File: config.mk
export PLATFORM = sky130hd
export DESIGN_NAME = sc_stream_decoder
export DESIGN_NICKNAME = d
export VERILOG_FILES = /design/src/rtl/sc_stream_decoder.sv
export SDC_FILE = /design/constraint.sdc
export NUM_CORES = 1
export LEC_CHECK = 0
export BUFFER_PORTS_ARGS = -buffer_cell sky130_fd_sc_hd__buf_2
export CORE_UTILIZATION = 57
export DETAILED_ROUTE_END_ITERATION = 8
export MAX_ROUTING_LAYER = met4
export PLACE_DENSITY = 0.78
export SETUP_SLACK_MARGIN = 0.5
export SYNTH_ARGS = -nofsm -noshare
export SYNTH_HDL_FRONTEND = slang
export SYNTH_SLANG_ARGS = --single-unit
File: constraint.sdc
create_clock -name clk -period 2.51 [get_ports clk]
set_input_delay 0.6275 -clock clk [delete_from_list [all_inputs] [get_ports clk]]
set_output_delay 0.6275 -clock clk [all_outputs]
set_load 0.03 [all_outputs]
File: src/rtl/sc_stream_decoder.sv
// sc_stream_decoder: stochastic-to-binary decoder.
// Counts the ones in a stream of 2^BITS accepted samples and presents the count
// as a BITS+1 bit word over a valid/ready handshake.
// Optional feature macro: SC_DECODER_BIPOLAR_EN
//   undefined -> result is the unipolar count of ones (0..2^BITS)
//   defined   -> result is bipolar two's complement 2*ones - 2^BITS, with the
//                all-ones case saturated to +2^BITS-1
module sc_stream_decoder #(
    parameter int unsigned BITS = 8
) (
    input  logic            clk,
    input  logic            rst,
    input  logic            start,
    input  logic            in_bit,
    input  logic            in_valid,
    output logic            busy,
    output logic [BITS:0]   result,
    output logic            result_valid,
    input  logic            result_ready
);

    // Number of samples in one conversion, as a BITS+1 bit value.
    localparam logic [BITS:0] StreamLen = {1'b1, {BITS{1'b0}}};
    localparam logic [BITS:0] One       = {{BITS{1'b0}}, 1'b1};

    typedef enum logic [1:0] {
        StIdle  = 2'd0,
        StCount = 2'd1,
        StDone  = 2'd2
    } state_t;

    state_t        state;
    logic [BITS:0] ones_cnt;
    logic [BITS:0] samp_cnt;

    logic [BITS:0] ones_inc;
    logic [BITS:0] samp_inc;
    logic          last_sample;
    logic [BITS:0] final_value;

    // Counter increments for the current sample and end-of-stream detection.
    always_comb begin
        ones_inc    = ones_cnt + {{BITS{1'b0}}, in_bit};
        samp_inc    = samp_cnt + One;
        last_sample = (samp_inc == StreamLen);
    end

`ifdef SC_DECODER_BIPOLAR_EN
    // Bipolar mapping 2*ones - 2^BITS, computed modulo 2^(BITS+1); the
    // all-ones stream would wrap to -2^BITS, so clamp it to +2^BITS-1.
    always_comb begin
        final_value = {ones_inc[BITS-1:0], 1'b0} - StreamLen;
        if (ones_inc == StreamLen) begin
            final_value = {1'b0, {BITS{1'b1}}};
        end
    end
`else
    // Unipolar mapping: the result is the count of ones itself.
    always_comb begin
        final_value = ones_inc;
    end
`endif

    // Control FSM with counters and registered outputs.
    always_ff @(posedge clk or posedge rst) begin
        if (rst) begin
            state        <= StIdle;
            ones_cnt     <= '0;
            samp_cnt     <= '0;
            busy         <= 1'b0;
            result       <= '0;
            result_valid <= 1'b0;
        end else begin
            unique case (state)
                StIdle: begin
                    if (start) begin
                        state    <= StCount;
                        ones_cnt <= '0;
                        samp_cnt <= '0;
                        busy     <= 1'b1;
                    end
                end
                StCount: begin
                    if (in_valid) begin
                        ones_cnt <= ones_inc;
                        samp_cnt <= samp_inc;
                        if (last_sample) begin
                            // The final accepted bit is included in the result.
                            result       <= final_value;
                            result_valid <= 1'b1;
                            state        <= StDone;
                        end
                    end
                end
                StDone: begin
                    // result stays put after the handshake until the next completion.
                    if (result_ready) begin
                        result_valid <= 1'b0;
                        busy         <= 1'b0;
                        state        <= StIdle;
                    end
                end
                default: begin
                    state        <= StIdle;
                    busy         <= 1'b0;
                    result_valid <= 1'b0;
                end
            endcase
        end
    end

endmodule

==> results of run 1 <==
==> cells by family after synthesis <==
family	synth area share (%)
xor+xnor	5.303
fa+ha+maj	3.030
buf+inv	6.213
simple gates	16.36
compound gates	14.70
flops	46.97
mux	7.424
==> cell type report <==
cell class	count	area, um2	share of cell area (%)
inverter	7	26.28	1.378
clock inverter	2	35.03	1.837
clock buffer	6	51.30	2.690
sequential	31	782.0	41.01
multi-input combinational	114	833.3	43.70
timing repair buffer	24	140.1	7.349
tap	31	38.79	2.034
==> flip-flops by register name, summed over array words and instances, names as in the netlist <==
signal,count
ones_cnt,9
result_valid,1
busy,1
state,2
samp_cnt,9
result,9
==> Yosys cell counts, types with 2 or more instances <==
cell type and number:
a32o_1 3, nor2_1 11, and3_2 2, dfrtp_1 31, o41ai_1 3, xor2_1 7
inv_1 7, ha_1 4, and3_1 3, xnor2_1 3, a311oi_1 2, nand2_1 18
nand3_2 2, clkbuf_8 2, mux2_4 4, o21ai_0 20, mux2i_1 4, nand3_1 4
o31ai_1 3, nand4_1 4, nor4_1 2, clkbuf_1 5, buf_6 2, mux2_2 2
==> worst max-delay path: stages, from the launching register on <==
cell and delay [ns]:
dfrtp_2 0.46, ha_4 0.19, xnor2_2 0.13, or4b_4 0.50
o21ai_4 0.10, nand3_4 0.16, mux2_4 0.33
==> timing repair <==
item | 4_1_cts | 5_1_grt
buffers inserted | 5 | 2
gates resized for setup | 6 | 7
cloned | 1 | 0
endpoints found under the setup margin | 10 | 13
pin swaps | 1 | 4
hold endpoints to repair | 0 | 0
==> metal layers <==
layer  global-route usage (%)  vias to the layer above  routed length [um]
met4                    8.711                        0                  48
met1                    32.36                      610                1554
met2                    33.73                       41                1524
met3                    8.605                        7                 164
met5                        -                        -                   0
li1                         -                      621                   -
==> through the flow <==
| stage | cell area, um2 | hold WS, ns | total power, mW |
|---|---|---|---|
| 2_1_floorplan | 1654 | 0.4538 | 0.8160 |
| 3_3_place_gp | 1704 | 0.4703 | 0.8407 |
| 3_5_place_dp | 1704 | 0.4901 | 0.8593 |
| 4_1_cts | 1869 | 0.3611 | 1.321 |
| 5_1_grt | 1907 | 0.3693 | 1.426 |
| 6_report | 1907 | 0.3474 | 1.350 |
==> power by group <==
| part | switching [mW] | internal, mW | total [mW] |
|---|---|---|---|
| clock | 0.172 | 0.235 | 0.408 |
| sequential | 0.0871 | 0.558 | 0.645 |
| combinational | 0.155 | 0.143 | 0.298 |
==> final timing paths <==
| kind | end | start |
|---|---|---|
| max reg2reg | result[0] | samp_cnt[1] |
| max in group asynchronous | samp_cnt[1] | rst |
| min in group clk | state[1] | result_ready |
| min | result[4] | rst |
| max | result[0] | samp_cnt[1] |
| min reg2reg | ones_cnt[0] | ones_cnt[0] |
==> flow_metrics.tcl, run 1 <==
set metrics [dict create \
    r2r_cells 6 \
    hold_path_class "input pin to async pin" \
    final_cell_mix "dfrtp_1 (26), o21ai_0 (20), nand2_1 (17)" \
    synthTopCellsByArea "dfrtp_1 (47%), o21ai_0 (6.1%), nand2_1 (4.1%)" \
    fin_util_pct 69.15 \
    cts-hold-fix-buffers 0 \
    syn_avg_cell_area_um2 10.26 \
    antenna_left 0 \
    drt-total-wl_um 3292 \
    coreArea_mm2 0.002758 \
    clock-root-buffer "clkbuf_4" \
    portBuffers 16 \
    layout.cells.most_common "dfrtp_1" \
    synth-seq-cells 31 \
    fin_nets 193 \
    period_share_pct 78.62 \
    required_ns 2.73 \
    pre_cts_ws_ns 0.2174 \
    path_max_fanout 5 \
    numCtsBuffers 5 \
    grt_max_degree 32 \
    tightest_slew_ns 0.6322 \
    netlist_area_mm2 0.001652 \
    final_cells 215 \
    tns_ns 0 \
    drive_gt1_share_pct 29.89 \
    die_height_um 55.83 \
    dp.cells 199 \
    synth_top_flop_cell "dfrtp_1" \
    run_status "finished clean" \
    setup_slack_ns 0.5366 \
    cts_htree_levels 2 \
    reg2reg_slack_ns 0.54 \
    wl_per_cell_um 15.31 \
    maxCapViolCount 0 \
    area_delta_synth_final_pct 15.45 \
    dr.pass1.iters 4 \
    clk_pin_slew_worst_paths_ns 0.10 \
    p_leak_nw 0.9152 \
    gp_congestion 0.8181 \
    max_freq_mhz 506.7 \
    period_minus_slack_ns 1.973 \
    die_w_um 55.83 \
    num-fill-cells 194 \
    finalHoldViolations 0 \
    arrival_ns 2.20 \
    critPathLaunchType "flop" \
    rows 19 \
    initial_utilization_pct 59.89 \
    dr_total_vias 1279 \
    synthArstFlopShare_pct 100.0 \
    antenna_found_initial 0 \
    critical_path_class "flop to flop" \
    synth_top_cell_by_area "dfrtp_1" \
    grt-ovfl-total 0 \
    drv_slew 0 \
    clock_sinks 31 \
    dr.first_iter.drc_count 57 \
    cts_tree "built" \
    grt.total_usage_pct 24.05 \
    grt_pass1_wl_um 5457 \
    drc 0 \
    synth_nets 171 \
    synth-edff-count 0 \
    end_kind "flop" \
    io_pins 17 \
    clock_latency_ns 0.33 \
    ir_drop_uv 548.5 \
    grt_pass1_vias 1162 \
    power_per_cell_area_mw_per_mm2 708.2 \
    rsz0062_at_grt "yes" \
    cts.path.max_buffers 2 \
    dp_hpwl_um 2048 \
    setup_viol 0 \
    syn_inst 161 \
    synth_top_area_share_pct 46.97 \
    diodes 0 \
    max_slew_margin_pct 57.75 \
    yosysWarnings 0 \
    dieArea_mm2 0.003117 \
    drt-vias-per-instance 5.949 \
    ys_types 37 \
    yosysSeqAreaShare_pct 46.97 \
    skew_ns 0.01352 \
]
No activity file was read; power rests on OpenSTA's default activity.
==> run 2, diff against run 1 <==
--- a/config.mk
+++ b/config.mk
@@ -6,10 +6,10 @@
 export NUM_CORES = 1
 export LEC_CHECK = 0
 export BUFFER_PORTS_ARGS = -buffer_cell sky130_fd_sc_hd__buf_2
-export CORE_UTILIZATION = 57
+export CORE_UTILIZATION = 52
 export DETAILED_ROUTE_END_ITERATION = 8
 export MAX_ROUTING_LAYER = met4
-export PLACE_DENSITY = 0.78
+export PLACE_DENSITY = 0.75
 export SETUP_SLACK_MARGIN = 0.5
 export SYNTH_ARGS = -nofsm -noshare
 export SYNTH_HDL_FRONTEND = slang
==> constraint.sdc (replaced) <==
create_clock -name clk -period 1.7 [get_ports clk]
set_input_delay 0.425 -clock clk [delete_from_list [all_inputs] [get_ports clk]]
set_output_delay 0.425 -clock clk [all_outputs]
set_load 0.03 [all_outputs]
==> flow_metrics.tcl, run 2 (synthesized netlist as in run 1, its figures left out) <==
set metrics [dict create \
    run_status "finished with violations" \
    violations "setup timing" \
    r2r_cells 7 \
    hold_path_class "input pin to async pin" \
    rows 20 \
    cts-hold-fix-buffers 0 \
    drive_gt1_share_pct 60.59 \
    dr.pass1.iters 5 \
    grt_pass1_wl_um 7679 \
    r2r-end "result[4]" \
    tightest_slew_ns 0.4170 \
    initial_utilization_pct 54.55 \
    drc 0 \
    num-fill-cells 87 \
    finalHoldViolations 0 \
    critPathLaunchType "flop" \
    gp_congestion 0.8487 \
    drv_slew 0 \
    dp_hpwl_um 2541 \
    clock_latency_ns 0.35 \
    dp.cells 241 \
    reg.largest.list "ones_cnt: 9 flops, result: 9 flops, samp_cnt: 9 flops" \
    drt-vias-per-instance 6.493 \
    max_slew_margin_pct 72.20 \
    antenna_left 0 \
    end_kind "flop" \
    grt.total_usage_pct 31.67 \
    multiInputGateArea_mm2 0.001190 \
    numCtsBuffers 5 \
    final_cell_mix "buf_4 (43), dfrtp_1 (29), buf_6 (25)" \
    drt-total-wl_um 7095 \
    reg2reg_slack_ns -0.40 \
    cts_htree_levels 2 \
    rsz0062_at_grt "yes" \
    dr.first_iter.drc_count 189 \
    portBuffers 16 \
    clock_sinks 31 \
    layout.cells.most_common "buf_4" \
    p_leak_nw 1.325 \
    cts_tree "built" \
    rr_startpoint "samp_cnt[0]" \
    setup_viol 12 \
    max_freq_mhz 476.9 \
    grt_pass1_vias 1586 \
    die_w_um 58.36 \
    arrival_ns 2.35 \
    fin_nets 245 \
    io_pins 17 \
    area_delta_synth_final_pct 68.86 \
    tns_ns -4.160 \
    clock-root-buffer "clkbuf_4" \
    maxCapViolCount 0 \
    required_ns 1.95 \
    fin_util_pct 92.11 \
    period_share_pct 123.4 \
    grt_max_degree 32 \
    dieArea_mm2 0.003405 \
    coreArea_mm2 0.003028 \
    seqCellArea_um2 778.2 \
    clk_pin_slew_worst_paths_ns 0.11 \
    dr_total_vias 1818 \
    ir_drop_uv 1022 \
    antenna_found_initial 0 \
    die_height_um 58.36 \
    cts.path.max_buffers 2 \
    final_cells 280 \
    critical_path_class "flop to flop" \
    path_max_fanout 8 \
    setup_slack_ns -0.3970 \
    skew_ns 0.01418 \
    wl_per_cell_um 25.34 \
    pre_cts_ws_ns -0.3547 \
    power_per_cell_area_mw_per_mm2 924.7 \
    period_minus_slack_ns 2.097 \
    diodes 0 \
    grt-ovfl-total 0 \
]
## run 2: cell types whose count changed in the layout (fill, tap and decap cells not counted), moves of 6 or more
cell and change:
o21ai_0 -17, buf_4 +35, buf_6 +25, o21ai_1 +9, buf_2 -11, o21ai_2 +6
## run 2: layout make-up
class | count | share of cell area [%]
clock inverter | 2 | 1.256
inverter | 7 | 1.077
clock buffer | 6 | 1.839
multi-input combinational | 116 | 42.66
tap | 44 | 1.974
timing repair buffer | 74 | 23.28
sequential | 31 | 27.90
## run 2: critical path, cell delays in order, from the launching register on
cell and delay [ns]:
dfrtp_1 0.43, buf_6 0.17, nand3_4 0.11, or4b_1 0.57
o21ai_2 0.13, nand3_4 0.20, buf_4 0.20, mux2i_1 0.19
## run 2: timing repair
action                     CTS  global route
resized for setup           55            42
pin swaps                   21            22
gates cloned                 3             0
setup endpoints to repair   41            41
setup buffers               13            15
## run 2: per-layer routing
| layer | global-route usage (%) | vias to the layer above | wire length (um) |
|---|---|---|---|
| met1 | 41.46 | 869 | 2444 |
| li1 | - | 724 | - |
| met5 | - | - | 0 |
| met3 | 5.055 | 54 | 649 |
| met4 | 14.97 | 0 | 528 |
| met2 | 48.60 | 171 | 3472 |
## run 2: how the worst max path moves through the flow
stage | start | cells after the start | to
6_report | samp_cnt[0] | 7 | result[4]
5_1_grt | samp_cnt[0] | 7 | result[3]
4_1_cts | samp_cnt[1] | 7 | result[6]
3_5_place_dp | samp_cnt[1] | 6 | result[6]
3_3_place_gp | samp_cnt[1] | 7 | result[1]
2_1_floorplan | samp_cnt[1] | 8 | result[0]
## run 2: where the power goes
| part | total [mW] | internal (mW) | switching, mW |
|---|---|---|---|
| sequential | 0.946 | 0.816 | 0.130 |
| combinational | 1.00 | 0.487 | 0.515 |
| clock | 0.631 | 0.347 | 0.284 |
| total | 2.58 | 1.65 | 0.929 |
## run 2: stage by stage
stage	area (um2)	hold slack [ns]	total power [mW]
2_1_floorplan	1759	0.4592	1.263
6_report	2789	0.1359	2.579
3_5_place_dp	1989	0.4901	1.473
4_1_cts	2442	0.1643	2.193
3_3_place_gp	1989	0.4878	1.445
5_1_grt	2789	0.1636	2.652
==> run 3, diff against run 2 <==
--- a/config.mk
+++ b/config.mk
@@ -6,10 +6,10 @@
 export NUM_CORES = 1
 export LEC_CHECK = 0
 export BUFFER_PORTS_ARGS = -buffer_cell sky130_fd_sc_hd__buf_2
-export CORE_UTILIZATION = 52
+export CORE_UTILIZATION = 57
 export DETAILED_ROUTE_END_ITERATION = 8
 export MAX_ROUTING_LAYER = met4
-export PLACE_DENSITY = 0.75
+export PLACE_DENSITY = 0.78
 export SETUP_SLACK_MARGIN = 0.5
 export SYNTH_ARGS = -nofsm -noshare
 export SYNTH_HDL_FRONTEND = slang
==> constraint.sdc (replaced) <==
create_clock -name clk -period 2.05 [get_ports clk]
set_input_delay 0.5125 -clock clk [delete_from_list [all_inputs] [get_ports clk]]
set_output_delay 0.5125 -clock clk [all_outputs]
set_load 0.03 [all_outputs]
==> flow_metrics.tcl, run 3 (synthesized netlist as in run 1, its figures left out) <==
set metrics [dict create \
    maxCapViolCount 0 \
    dr.pass1.iters 5 \
    drive_gt1_share_pct 31.25 \
    wl_per_cell_um 15.83 \
    max_freq_mhz 509.4 \
    area_delta_synth_final_pct 17.58 \
    power_per_cell_area_mw_per_mm2 768.2 \
    dp_hpwl_um 2300 \
    r2r_cells 6 \
    max_slew_margin_pct 74.45 \
    finalHoldViolations 0 \
    antenna_found_initial 0 \
    cts_htree_levels 2 \
    period_minus_slack_ns 1.963 \
    setup_viol 0 \
    required_ns 2.27 \
    rows 19 \
    cts-hold-fix-buffers 0 \
    coreArea_mm2 0.002758 \
    clk_pin_slew_worst_paths_ns 0.09 \
    period_share_pct 95.76 \
    layout.cells.most_common "dfrtp_1" \
    tns_ns 0 \
    rsz0062_at_grt "yes" \
    grt-ovfl-total 0 \
    cts.path.max_buffers 2 \
    clock-root-buffer "clkbuf_4" \
    reg.largest.list "ones_cnt: 9 flops, result: 9 flops, samp_cnt: 9 flops" \
    antenna_left 0 \
    drc 0 \
    cts_tree "built" \
    die_w_um 55.83 \
    skew_ns 0.006457 \
    grt_pass1_wl_um 6078 \
    worst_path_largest_cell_delay_ns 0.50 \
    pre_cts_ws_ns 0.0009726 \
    grt_pass1_vias 1298 \
    setup_slack_ns 0.08695 \
    grt_max_degree 32 \
    drt-total-wl_um 3530 \
    worst_path_max_delay_cell "or4b_1" \
    run_status "finished clean" \
    gp_congestion 0.8448 \
    hold_path_class "input pin to async pin" \
    path_cells "ha_2 > xnor2_1 > or4b_1 > o21ai_2 > nand3_4 > mux2_4" \
    numCtsBuffers 5 \
    io_pins 17 \
    die_height_um 55.83 \
    critPathLaunchType "flop" \
    clock_latency_ns 0.33 \
    final_cell_mix "dfrtp_1 (29), o21ai_0 (20), nand2_1 (16), buf_2 (16), buf_4 (15)" \
    dp.cells 210 \
    path_max_fanout 8 \
    clock_sinks 31 \
    tightest_slew_ns 0.3833 \
    drt-vias-per-instance 6.000 \
    dieArea_mm2 0.003117 \
    arrival_ns 2.18 \
    end_kind "flop" \
    ir_drop_uv 611.8 \
    fin_nets 201 \
    diodes 0 \
    dr_total_vias 1338 \
    initial_utilization_pct 59.89 \
    grt.total_usage_pct 25.96 \
    p_leak_nw 0.9447 \
    dr.first_iter.drc_count 48 \
    drv_slew 0 \
    critical_path_class "flop to flop" \
    final_cells 223 \
    portBuffers 16 \
]
-- run 3: changes by cell type in the layout (fill, tap and decap cells not counted), sizes merged --
cell	change
clkbuf	+1
nand2	-3
buf	-41
inv	+1
bufinv	-1
clkinvlp	-1
-- run 3: path summary, 6_finish.rpt --
check                      slack [ns]           to          from
min in group clk                 0.39     state[1]  result_ready
min                              0.23    result[3]           rst
max                              0.09    result[1]   samp_cnt[0]
min reg2reg                      0.51  ones_cnt[8]   ones_cnt[8]
max reg2reg                      0.09    result[1]   samp_cnt[0]
max in group asynchronous        1.52  samp_cnt[6]           rst
-- run 3: per-layer routing --
metal / track usage (%) / vias to the layer above / part of all wire, %
li1: - / 634 / -
met1: 35.48 / 661 / 47
met2: 36.66 / 35 / 47
met3: 7.209 / 8 / 3.9
met4: 10.80 / 0 / 1.8
met5: - / - / 0
-- run 3: timing repair --
| item | in CTS | in global routing |
|---|---|---|
| endpoints found under the setup margin | 14 | 17 |
| resized for setup | 5 | 5 |
| buffers inserted | 3 | 2 |
| pin swaps | 5 | 2 |
| hold endpoints to repair | 0 | 0 |
-- run 3: worst max-delay path: cells and delay by family, from the launching register on --
family | cells | cell delay, ns
DFF | 1 | 0.39
muxes | 1 | 0.33
AOI/OAI and AO/OA | 1 | 0.11
adders and majority gates | 1 | 0.20
and+or+nand+nor | 2 | 0.68
xor gates and xnor gates | 1 | 0.13
-- run 3: final cells by class --
cell class | instances | area [um2]
Clock buffer | 7 | 45.04
Clock inverter | 1 | 5.005
Fill cell | 214 | 815.8
Inverter | 7 | 26.28
Multi-Input combinational cell | 113 | 833.3
Sequential cell | 31 | 778.2
Tap cell | 31 | 38.79
Timing Repair Buffer | 33 | 215.2
-- run 3: metrics by stage --
| step | power (mW) | util [%] | hold slack (ns) | cell area, um2 |
|---|---|---|---|---|
| 2_1_floorplan | 1.017 | - | 0.4578 | 1677 |
| 3_3_place_gp | 1.099 | 65.52 | 0.4738 | 1807 |
| 3_5_place_dp | 1.120 | 65.52 | 0.4950 | 1807 |
| 4_1_cts | 1.467 | 69.06 | 0.2384 | 1904 |
| 5_1_grt | 1.582 | 70.42 | 0.2887 | 1942 |
| 6_report | 1.492 | 70.42 | 0.2329 | 1942 |
-- run 3: report_power, final --
part / internal (mW) / switching (mW) / total [mW] / leakage, nW
Clock: 0.133 / 0.204 / 0.338 / 0.0293
Sequential: 0.677 / 0.0776 / 0.755 / 0.392
Combinational: 0.191 / 0.208 / 0.399 / 0.523
